$ cat config.mk
export PLATFORM = sky130hd
export DESIGN_NAME = gobou_ctrl_mac_pipe_flat
export DESIGN_NICKNAME = d
export VERILOG_FILES = /design/src/rtl/gobou_ctrl_mac_pipe_pkg.sv /design/src/rtl/gobou_ctrl_mac_pipe_if.sv /design/src/rtl/gobou_ctrl_delay.sv /design/src/rtl/gobou_ctrl_mac_pipe.sv /design/src/flat_wrapper.sv
export SDC_FILE = /design/constraint.sdc
export NUM_CORES = 1
export LEC_CHECK = 0
export CORE_ASPECT_RATIO = 0.6
export CORE_MARGIN = 1.5
export CORE_UTILIZATION = 51
export CTS_CLUSTER_SIZE = 12
export DETAILED_ROUTE_END_ITERATION = 12
export PLACE_DENSITY = 0.73
export SYNTH_ARGS = -nofsm -noshare
export SYNTH_HDL_FRONTEND = slang
export SYNTH_SLANG_ARGS = --single-unit
$ cat constraint.sdc
create_clock -name clk -period 3.4 [get_ports clk]
set_clock_uncertainty 0.05 [all_clocks]
set_input_delay 1.02 -clock clk [delete_from_list [all_inputs] [get_ports clk]]
set_output_delay 1.02 -clock clk [all_outputs]
set_load 0.05 [all_outputs]
$ cat src/rtl/gobou_ctrl_mac_pipe_pkg.sv
// Shared types and defaults for the gobou MAC pipeline controller.
package gobou_ctrl_mac_pipe_pkg;

   localparam int unsigned MACLAT_DEFAULT = 2;
   localparam int unsigned TILEWD_DEFAULT = 8;

   typedef enum logic [1:0] {
      ST_IDLE  = 2'd0,
      ST_RUN   = 2'd1,
      ST_DRAIN = 2'd2,
      ST_EMIT  = 2'd3
   } mac_state_t;

   // One accepted control beat as it travels down the MAC latency line
   typedef struct packed {
      logic valid;
      logic stop;
      logic last;
   } ctrl_beat_t;

   localparam int unsigned CTRL_BEAT_W = $bits(ctrl_beat_t);

endpackage

$ cat src/rtl/gobou_ctrl_mac_pipe_if.sv
// Stream control bus: start/valid/stop framing, one bit each.
interface gobou_ctrl_mac_pipe_if;

   logic start;
   logic valid;
   logic stop;

   modport master (output start, output valid, output stop);
   modport slave  (input  start, input  valid, input  stop);

endinterface

$ cat src/rtl/gobou_ctrl_delay.sv
// Fixed-depth shift register with asynchronous active-low clear.
module gobou_ctrl_delay #(
   parameter int unsigned DEPTH = 1,
   parameter int unsigned WIDTH = 1
) (
   input  logic             clk,
   input  logic             xrst,
   input  logic [WIDTH-1:0] i_d,
   output logic [WIDTH-1:0] o_q
);

   logic [WIDTH-1:0] r_sr [DEPTH];

   always_ff @(posedge clk or negedge xrst) begin
      if (!xrst) begin
         for (int i = 0; i < int'(DEPTH); i++) r_sr[i] <= '0;
      end else begin
         r_sr[0] <= i_d;
         for (int i = 1; i < int'(DEPTH); i++) r_sr[i] <= r_sr[i-1];
      end
   end

   assign o_q = r_sr[DEPTH-1];

endmodule

$ cat src/rtl/gobou_ctrl_mac_pipe.sv
// MAC pipeline controller: counts tiles per job, delays control by the MAC
// latency, and frames one accumulated result per job on out_ctrl.
module gobou_ctrl_mac_pipe
   import gobou_ctrl_mac_pipe_pkg::*;
#(
   parameter int unsigned MACLAT = MACLAT_DEFAULT,
   parameter int unsigned TILEWD = TILEWD_DEFAULT
) (
   input  logic                  clk,
   input  logic                  xrst,
   gobou_ctrl_mac_pipe_if.slave  in_ctrl,
   gobou_ctrl_mac_pipe_if.master out_ctrl,
   input  logic [TILEWD-1:0]     n_tile,
   output logic                  mac_oe,
   output logic                  accum_we,
   output logic                  accum_rst,
   output logic                  busy,
   output logic                  err
);

   mac_state_t        r_state;
   logic [TILEWD-1:0] r_n_eff;
   logic [TILEWD-1:0] r_tile_cnt;
   logic              r_emit;
   logic              r_err;

   logic              w_run;
   logic              w_last_cnt;
   ctrl_beat_t        w_beat_in;
   ctrl_beat_t        w_beat_dly;

   assign w_run      = (r_state == ST_RUN);
   assign w_last_cnt = (r_tile_cnt == (r_n_eff - TILEWD'(1)));

   // Only RUN-state beats enter the latency line
   always_comb begin
      w_beat_in       = '0;
      w_beat_in.valid = w_run & in_ctrl.valid;
      w_beat_in.stop  = w_run & in_ctrl.stop;
      w_beat_in.last  = w_run & in_ctrl.stop & w_last_cnt;
   end

   gobou_ctrl_delay #(
      .DEPTH (MACLAT),
      .WIDTH (CTRL_BEAT_W)
   ) u_delay (
      .clk  (clk),
      .xrst (xrst),
      .i_d  (w_beat_in),
      .o_q  (w_beat_dly)
   );

   always_ff @(posedge clk or negedge xrst) begin
      if (!xrst) begin
         r_state    <= ST_IDLE;
         r_n_eff    <= '0;
         r_tile_cnt <= '0;
         r_emit     <= 1'b0;
         r_err      <= 1'b0;
      end else begin
         r_emit <= 1'b0;
         case (r_state)
            ST_IDLE: begin
               if (in_ctrl.start) begin
                  r_state    <= ST_RUN;
                  r_n_eff    <= (n_tile == '0) ? TILEWD'(1) : n_tile;
                  r_tile_cnt <= '0;
               end
            end
            ST_RUN: begin
               // start inside RUN is only a segment marker and is ignored
               if (in_ctrl.stop) begin
                  r_tile_cnt <= r_tile_cnt + TILEWD'(1);
                  if (w_last_cnt) r_state <= ST_DRAIN;
               end
            end
            ST_DRAIN: begin
               if (in_ctrl.start) r_err <= 1'b1;
               if (mac_oe) begin
                  r_state <= ST_EMIT;
                  r_emit  <= 1'b1;
               end
            end
            ST_EMIT: begin
               if (in_ctrl.start) r_err <= 1'b1;
               r_state <= ST_IDLE;
            end
            default: r_state <= ST_IDLE;
         endcase
      end
   end

   assign accum_we       = w_beat_dly.valid & ~w_beat_dly.stop;
   assign mac_oe         = w_beat_dly.stop & w_beat_dly.last;
   assign accum_rst      = r_emit;
   assign busy           = (r_state != ST_IDLE);
   assign err            = r_err;
   assign out_ctrl.start = mac_oe;
   assign out_ctrl.valid = r_emit;
   assign out_ctrl.stop  = r_emit;

endmodule

$ cat src/flat_wrapper.sv
// flat-port wrapper written by rule: the top's interface ports become plain ports
module gobou_ctrl_mac_pipe_flat import gobou_ctrl_mac_pipe_pkg::*;
#(
   parameter int unsigned MACLAT = MACLAT_DEFAULT,
   parameter int unsigned TILEWD = TILEWD_DEFAULT
)
  (clk, xrst, n_tile, mac_oe, accum_we, accum_rst, busy, err, in_ctrl_start, in_ctrl_valid, in_ctrl_stop, out_ctrl_start, out_ctrl_valid, out_ctrl_stop);
  gobou_ctrl_mac_pipe_if in_ctrl_i ();
  gobou_ctrl_mac_pipe_if out_ctrl_i ();
  input  logic clk;
  input  logic xrst;
  input  logic [TILEWD-1:0] n_tile;
  output logic mac_oe;
  output logic accum_we;
  output logic accum_rst;
  output logic busy;
  output logic err;
  input wire logic [$bits(in_ctrl_i.start)-1:0] in_ctrl_start;
  input wire logic [$bits(in_ctrl_i.valid)-1:0] in_ctrl_valid;
  input wire logic [$bits(in_ctrl_i.stop)-1:0] in_ctrl_stop;
  output wire logic [$bits(out_ctrl_i.start)-1:0] out_ctrl_start;
  output wire logic [$bits(out_ctrl_i.valid)-1:0] out_ctrl_valid;
  output wire logic [$bits(out_ctrl_i.stop)-1:0] out_ctrl_stop;
  assign in_ctrl_i.start = in_ctrl_start;
  assign in_ctrl_i.valid = in_ctrl_valid;
  assign in_ctrl_i.stop = in_ctrl_stop;
  assign out_ctrl_start = out_ctrl_i.start;
  assign out_ctrl_valid = out_ctrl_i.valid;
  assign out_ctrl_stop = out_ctrl_i.stop;
  gobou_ctrl_mac_pipe #(.MACLAT(MACLAT), .TILEWD(TILEWD)) u_core (.clk(clk), .xrst(xrst), .in_ctrl(in_ctrl_i), .out_ctrl(out_ctrl_i), .n_tile(n_tile), .mac_oe(mac_oe), .accum_we(accum_we), .accum_rst(accum_rst), .busy(busy), .err(err));
endmodule
# Yosys cells after proc, flatten, opt, wreduce, memory -nomap -nowiden
# Cells that the tools add are included.
[totals]
ff_bits = 26
in_bits = 13
output_inout_bits = 8
wordCells = 43
[classes]
addsub = 2
n_eq_ne = 8
mux = 11
n_bitwise = 6
n_reduce_logical = 9
[ops]
columns = ["op", "n"]
rows = [
  ["$mux 8", 3],
  ["$pmux 8 s2", 1],
  ["$add 8x1->8 const B", 1],
  ["$eq 8x8->1", 1],
  ["$logic_not 8->1", 1],
  ["$mux 2", 4],
  ["$ne 2x2->1 const B", 4],
  ["$pmux 2 s4", 1],
  ["$sub 8x1->8 const B", 1],
  ["$and 1x1->1", 5],
  ["$eq 2x2->1 const B", 2],
  ["$reduce_and 2->1", 2],
  ["$reduce_and 4->1", 1],
  ["$reduce_bool 2->1", 2],
  ["$reduce_and 3->1", 1],
  ["$eq 2x1->1 const B", 1],
  ["$logic_not 2->1", 1],
  ["$mux 1", 2],
  ["$reduce_or 2->1", 1],
  ["$not 1->1", 1],
]

# Longest topological paths before layout
[depth]
word_depth = 5
ltp_mapped = 8
depth_no_buf = 8

# Modules after synthesis
# From an unflattened synthesis, not the netlist that was laid out.
[hier_totals]
hier_cells = 142
area_unflattened_um2 = 1480.2
[by_module_without_submodules]
columns = ["module", "n_inst", "cells_per_inst", "area_per_inst_um2"]
rows = [
  ["gobou_ctrl_mac_pipe", 1, 133, 1307.5],
  ["gobou_ctrl_delay", 1, 9, 172.7],
]

# Least setup slack after synthesis
# OpenSTA, ideal clock, no wires.
[synth_path]
path_kind = "reg2reg"
from = "register u_core.r_n_eff[0]"
to = "register u_core.r_state[1]"
setup_ns = 0.125
arrival_time_ns = 2.803
t_required_ns = 3.225
path_slack_ns = 0.422
stages_incl_launch_ff = 9
path_buffers = 0
period_less_slack_ns = 2.978
path_cell_list = "dfrtp_1 > inv_1 > ha_1 > or3b_4 > or4_4 > a2111oi_4 > o311ai_2 > a2111oi_4 > mux2_4"
[synth_between]
elab_chain_cells = 4
[synth_lines]
columns = ["element", "line_no", "text"]
rows = [
  ["start, declared", "gobou_ctrl_mac_pipe.sv:22", "logic [TILEWD-1:0] r_n_eff;"],
  ["start signal, assigned", "gobou_ctrl_mac_pipe.sv:66", "r_n_eff <= (n_tile == '0) ? TILEWD'(1) : n_tile;"],
  ["$sub 8x1->8", "gobou_ctrl_mac_pipe.sv:33", "assign w_last_cnt = (r_tile_cnt == (r_n_eff - TILEWD'(1)));"],
  ["$eq 8x8->1", "gobou_ctrl_mac_pipe.sv:33", ""],
  ["$ne 2x2->1 (no line)", "n/a", ""],
  ["$reduce_and 4->1 (no line)", "n/a", ""],
  ["end signal, assigned", "gobou_ctrl_mac_pipe.sv:55", "r_state <= ST_IDLE;"],
  ["end signal, assigned", "gobou_ctrl_mac_pipe.sv:65", "r_state <= ST_RUN;"],
  ["end signal, assigned", "gobou_ctrl_mac_pipe.sv:74", "if (w_last_cnt) r_state <= ST_DRAIN;"],
  ["end, declared", "gobou_ctrl_mac_pipe.sv:21", "mac_state_t r_state;"],
]
# No other way between the ends.
# A chain may end at the register's enable or synchronous reset.

# Final worst setup path
# Ends and elaborated chain as after synthesis.

==> qor.yml <==
global_routing:
  grt_overflow: 0
  grt_start_max_net_pins: 27
  track_usage_pct: 23.04
  grt_pass1_wl_um: 5430
  grt_pass1_vias: 1107
  antenna_found_initial: 0
sta:
  fin_crit_ns: 3.140
  setup_ws_ns: 0.2600
  min_period_over_period_pct: 92.35
  max_freq_mhz: 318.5
  finalSetupTns_ns: 0
  slew_violations: 0
  rsz0062_at_grt: "false"
  setup_viol: 0
  timing.hold.ws_ns: 0.3049
  worst_pin_slew_ns: 0.5140
  relSlewSlack_pct: 65.63
  finalHoldViolCount: 0
clock_network:
  clock-sinks: 26
  numCtsBuffers: 3
  path_clk_slew_ns: 0.09
  cts_tree: "built"
  clock_latency_ns: 0.27
  h-tree-depth: 1
  cts-root-buf: "clkbuf_8"
  clock_path_buffers: 2
  cts_resized: 0
  postCtsSetupRepairBufs: 0
  ctsHoldBuffers: 0
critical_path:
  start_kind: "flop"
  critPathKind: "reg -> reg"
  rrSetupSlack_ns: 0.26
  worstPathArrival_ns: 3.25
  r2r-end: "u_core.r_state[1]$_DFFE_PN0P_"
  slowest_stage: "or4_4"
  worstPathCellList: "inv_1 -> ha_1 -> or3b_4 -> or4_4 -> a2111oi_4 -> o311ai_2 -> a2111oi_4 -> mux2_4"
  cp_common_cell: "a2111oi_4"
  r2r_cells: 8
  cpLargestDelayFamily: "compound AO/OA/AOI/OAI gates"
  path_buf_inv: 1
  crit_required_ns: 3.51
  max_stage_delay_ns: 0.50
  endpoint_kind: "flop"
  crit_fanout: 4
  regToRegStartpoint: "u_core.r_n_eff[0]$_DFFE_PN0P_"
route:
  remaining_drc_errors: 0
  vias: 1041
  wl_per_cell_um: 15.66
  drt-initial-drc-count: 30
  drt_wl_total_um: 3070
  vias_per_cell: 5.311
  dr.pass1.iters: 4
  ant_nets: 0
placement:
  gp_congestion: 0.8234
  dp_worst_setup_slack_ns: 0.2902
  dp.cells: 192
  dp_hpwl_um: 2444
  port_buffers: 20
  placement.cell_area_mm2: 0.001704
synthesis:
  seq_area_frac_synth_pct: 43.62
  synthSimpleGateAreaFrac_pct: 18.20
  yosysTopAreaCellShare_pct: 43.62
  synth-xor-area-share_pct: 7.047
  synthAdderAreaFrac_pct: 5.034
  synth_compound_area_share_pct: 13.00
  synth_area_leaders: "dfrtp_1, mux2_2, ha_1"
  yosys_warnings: 0
  synth_cell_types: 41
  synth_edf_count: 0
  avgSynthCellArea_um2: 10.89
  synthMuxAreaShare_pct: 8.305
  synthCells: 137
  ys.flop_type: "dfrtp_1"
  syn-num-nets: 156
  synth_top_family_by_area: "simple AND/OR/NAND/NOR gates"
  synthTopCellsByCount: "dfrtp_1, nor2_1, o21ai_0"
  synth-seq-cells: 26
  async_reset_ff_share_pct: 100.0
  syn_area_mm2: 0.001491
  synthMostInstantiatedCell: "dfrtp_1"
  netlist.top_cell.by_area: "dfrtp_1"
die:
  io_pins: 21
  core_area_mm2: 0.002645
  num_rows: 14
  initial_core_util_pct: 56.39
  dieArea_mm2: 0.003269
  die_y_um: 44.89
  die_w_um: 72.82
worst_hold_path:
  hold_path.class: "reg -> reg"
  whs_endpoint: "u_core.u_delay.o_q[0]$_DFF_PN0_"
  worstHoldStart: "u_core.u_delay.r_sr[3]$_DFF_PN0_"
  hold_path_depth: 0
outcome:
  status: "finished, final reports clean"
finish:
  stdcell_count: 196
  final_layout_size_suffix_gt1_share_pct: 15.38
  num_antenna_cells: 0
  area_delta_synth_final_pct: 17.95
  fin_util_pct: 66.51
  postLayoutCellArea_mm2: 0.001759
  nNetsFinal: 176
  fill_cells: 199
pwr:
  p_total_mw: 1.356
  pwr_density_cell_mw_per_mm2: 770.8
  ir_worst_vdd_uv: 390.6
  leakagePower_nw: 0.7434
flow_run:
  drv_cap: 0
-- layout make-up --
type | count | area (µm²) | area share (%)
Multi-Input combinational cell | 98 | 769.5 | 43.74
Sequential cell | 26 | 650.6 | 36.98
Timing Repair Buffer | 21 | 207.7 | 11.81
Clock buffer | 4 | 55.05 | 3.129
Tap cell | 40 | 50.05 | 2.845
Inverter | 7 | 26.28 | 1.494
-- worst max-delay path by stage --
| stage | slack (ns) | cells after the start | from | to |
|---|---|---|---|---|
| 3_5_place_dp | 0.29 | 8 | u_core.r_n_eff[0]$_DFFE_PN0P_ | u_core.r_state[1]$_DFFE_PN0P_ |
| 4_1_cts | 0.27 | 8 | u_core.r_n_eff[0]$_DFFE_PN0P_ | u_core.r_state[1]$_DFFE_PN0P_ |
| 3_3_place_gp | 0.38 | 8 | u_core.r_n_eff[0]$_DFFE_PN0P_ | u_core.r_state[1]$_DFFE_PN0P_ |
| 6_report | 0.26 | 8 | u_core.r_n_eff[0]$_DFFE_PN0P_ | u_core.r_state[1]$_DFFE_PN0P_ |
| 2_1_floorplan | 0.42 | 8 | u_core.r_n_eff[0]$_DFFE_PN0P_ | u_core.r_state[1]$_DFFE_PN0P_ |
| 5_1_grt | 0.13 | 8 | u_core.r_n_eff[0]$_DFFE_PN0P_ | u_core.r_state[1]$_DFFE_PN0P_ |
-- worst register-to-register path: stages, from the launching register on --
cell and delay (ns):
dfrtp_1 0.42, inv_1 0.10, ha_1 0.21, or3b_4 0.41, or4_4 0.50, a2111oi_4 0.38, o311ai_2 0.19, a2111oi_4 0.44
mux2_4 0.34
-- metal layers --
metal | part of all wire (%) | global-route usage [%]
met1 | 49 | 30.70
met2 | 44 | 35.60
met3 | 4.9 | 8.036
met4 | 1.8 | 7.925
met5 | 0 | 0
-- flip-flops by register name (all words and copies together), names as in the netlist --
register and cells:
u_core.r_n_eff 8, u_core.r_tile_cnt 8, u_core.u_delay.o_q 3, u_core.u_delay.r_sr 3
u_core.r_state 2, u_core.accum_rst 1, u_core.err 1
-- power breakdown --
| part | total, mW | internal (mW) | leakage (nW) | switching [mW] |
|---|---|---|---|---|
| combinational | 0.631 | 0.303 | 0.384 | 0.328 |
| sequential | 0.525 | 0.400 | 0.331 | 0.125 |
| clock | 0.200 | 0.104 | 0.0288 | 0.0965 |
-- cell families after synthesis --
group,count (synthesis)
xor gates and xnor gates,12
adders and majority gates,6
muxes,11
AOI/OAI and AO/OA,23
buffers and inverters,13
and+or+nand+nor,46
DFF,26
-- cells in the final DEF (no fill, tap or decap), drive strengths merged, types with 2 or more instances in the layout --
cell	synthesis	layout
or3	2	2
nor2	10	10
xnor2	5	5
nand3	2	2
nand2	7	7
o21ai	8	8
dfrtp	26	26
ha	6	6
o31ai	2	2
nor2b	3	3
clkbuf	2	4
mux2	8	8
inv	7	7
a2111oi	2	2
xor2	7	7
nand3b	2	2
and2b	2	2
mux2i	3	3
nand4	3	3
a21oi	4	4
clkdlybuf4s50	0	20
or4b	2	2
and2	2	2
or4	2	2
nor3	3	3
and3	2	2
(Power assumes the default switching activity.)
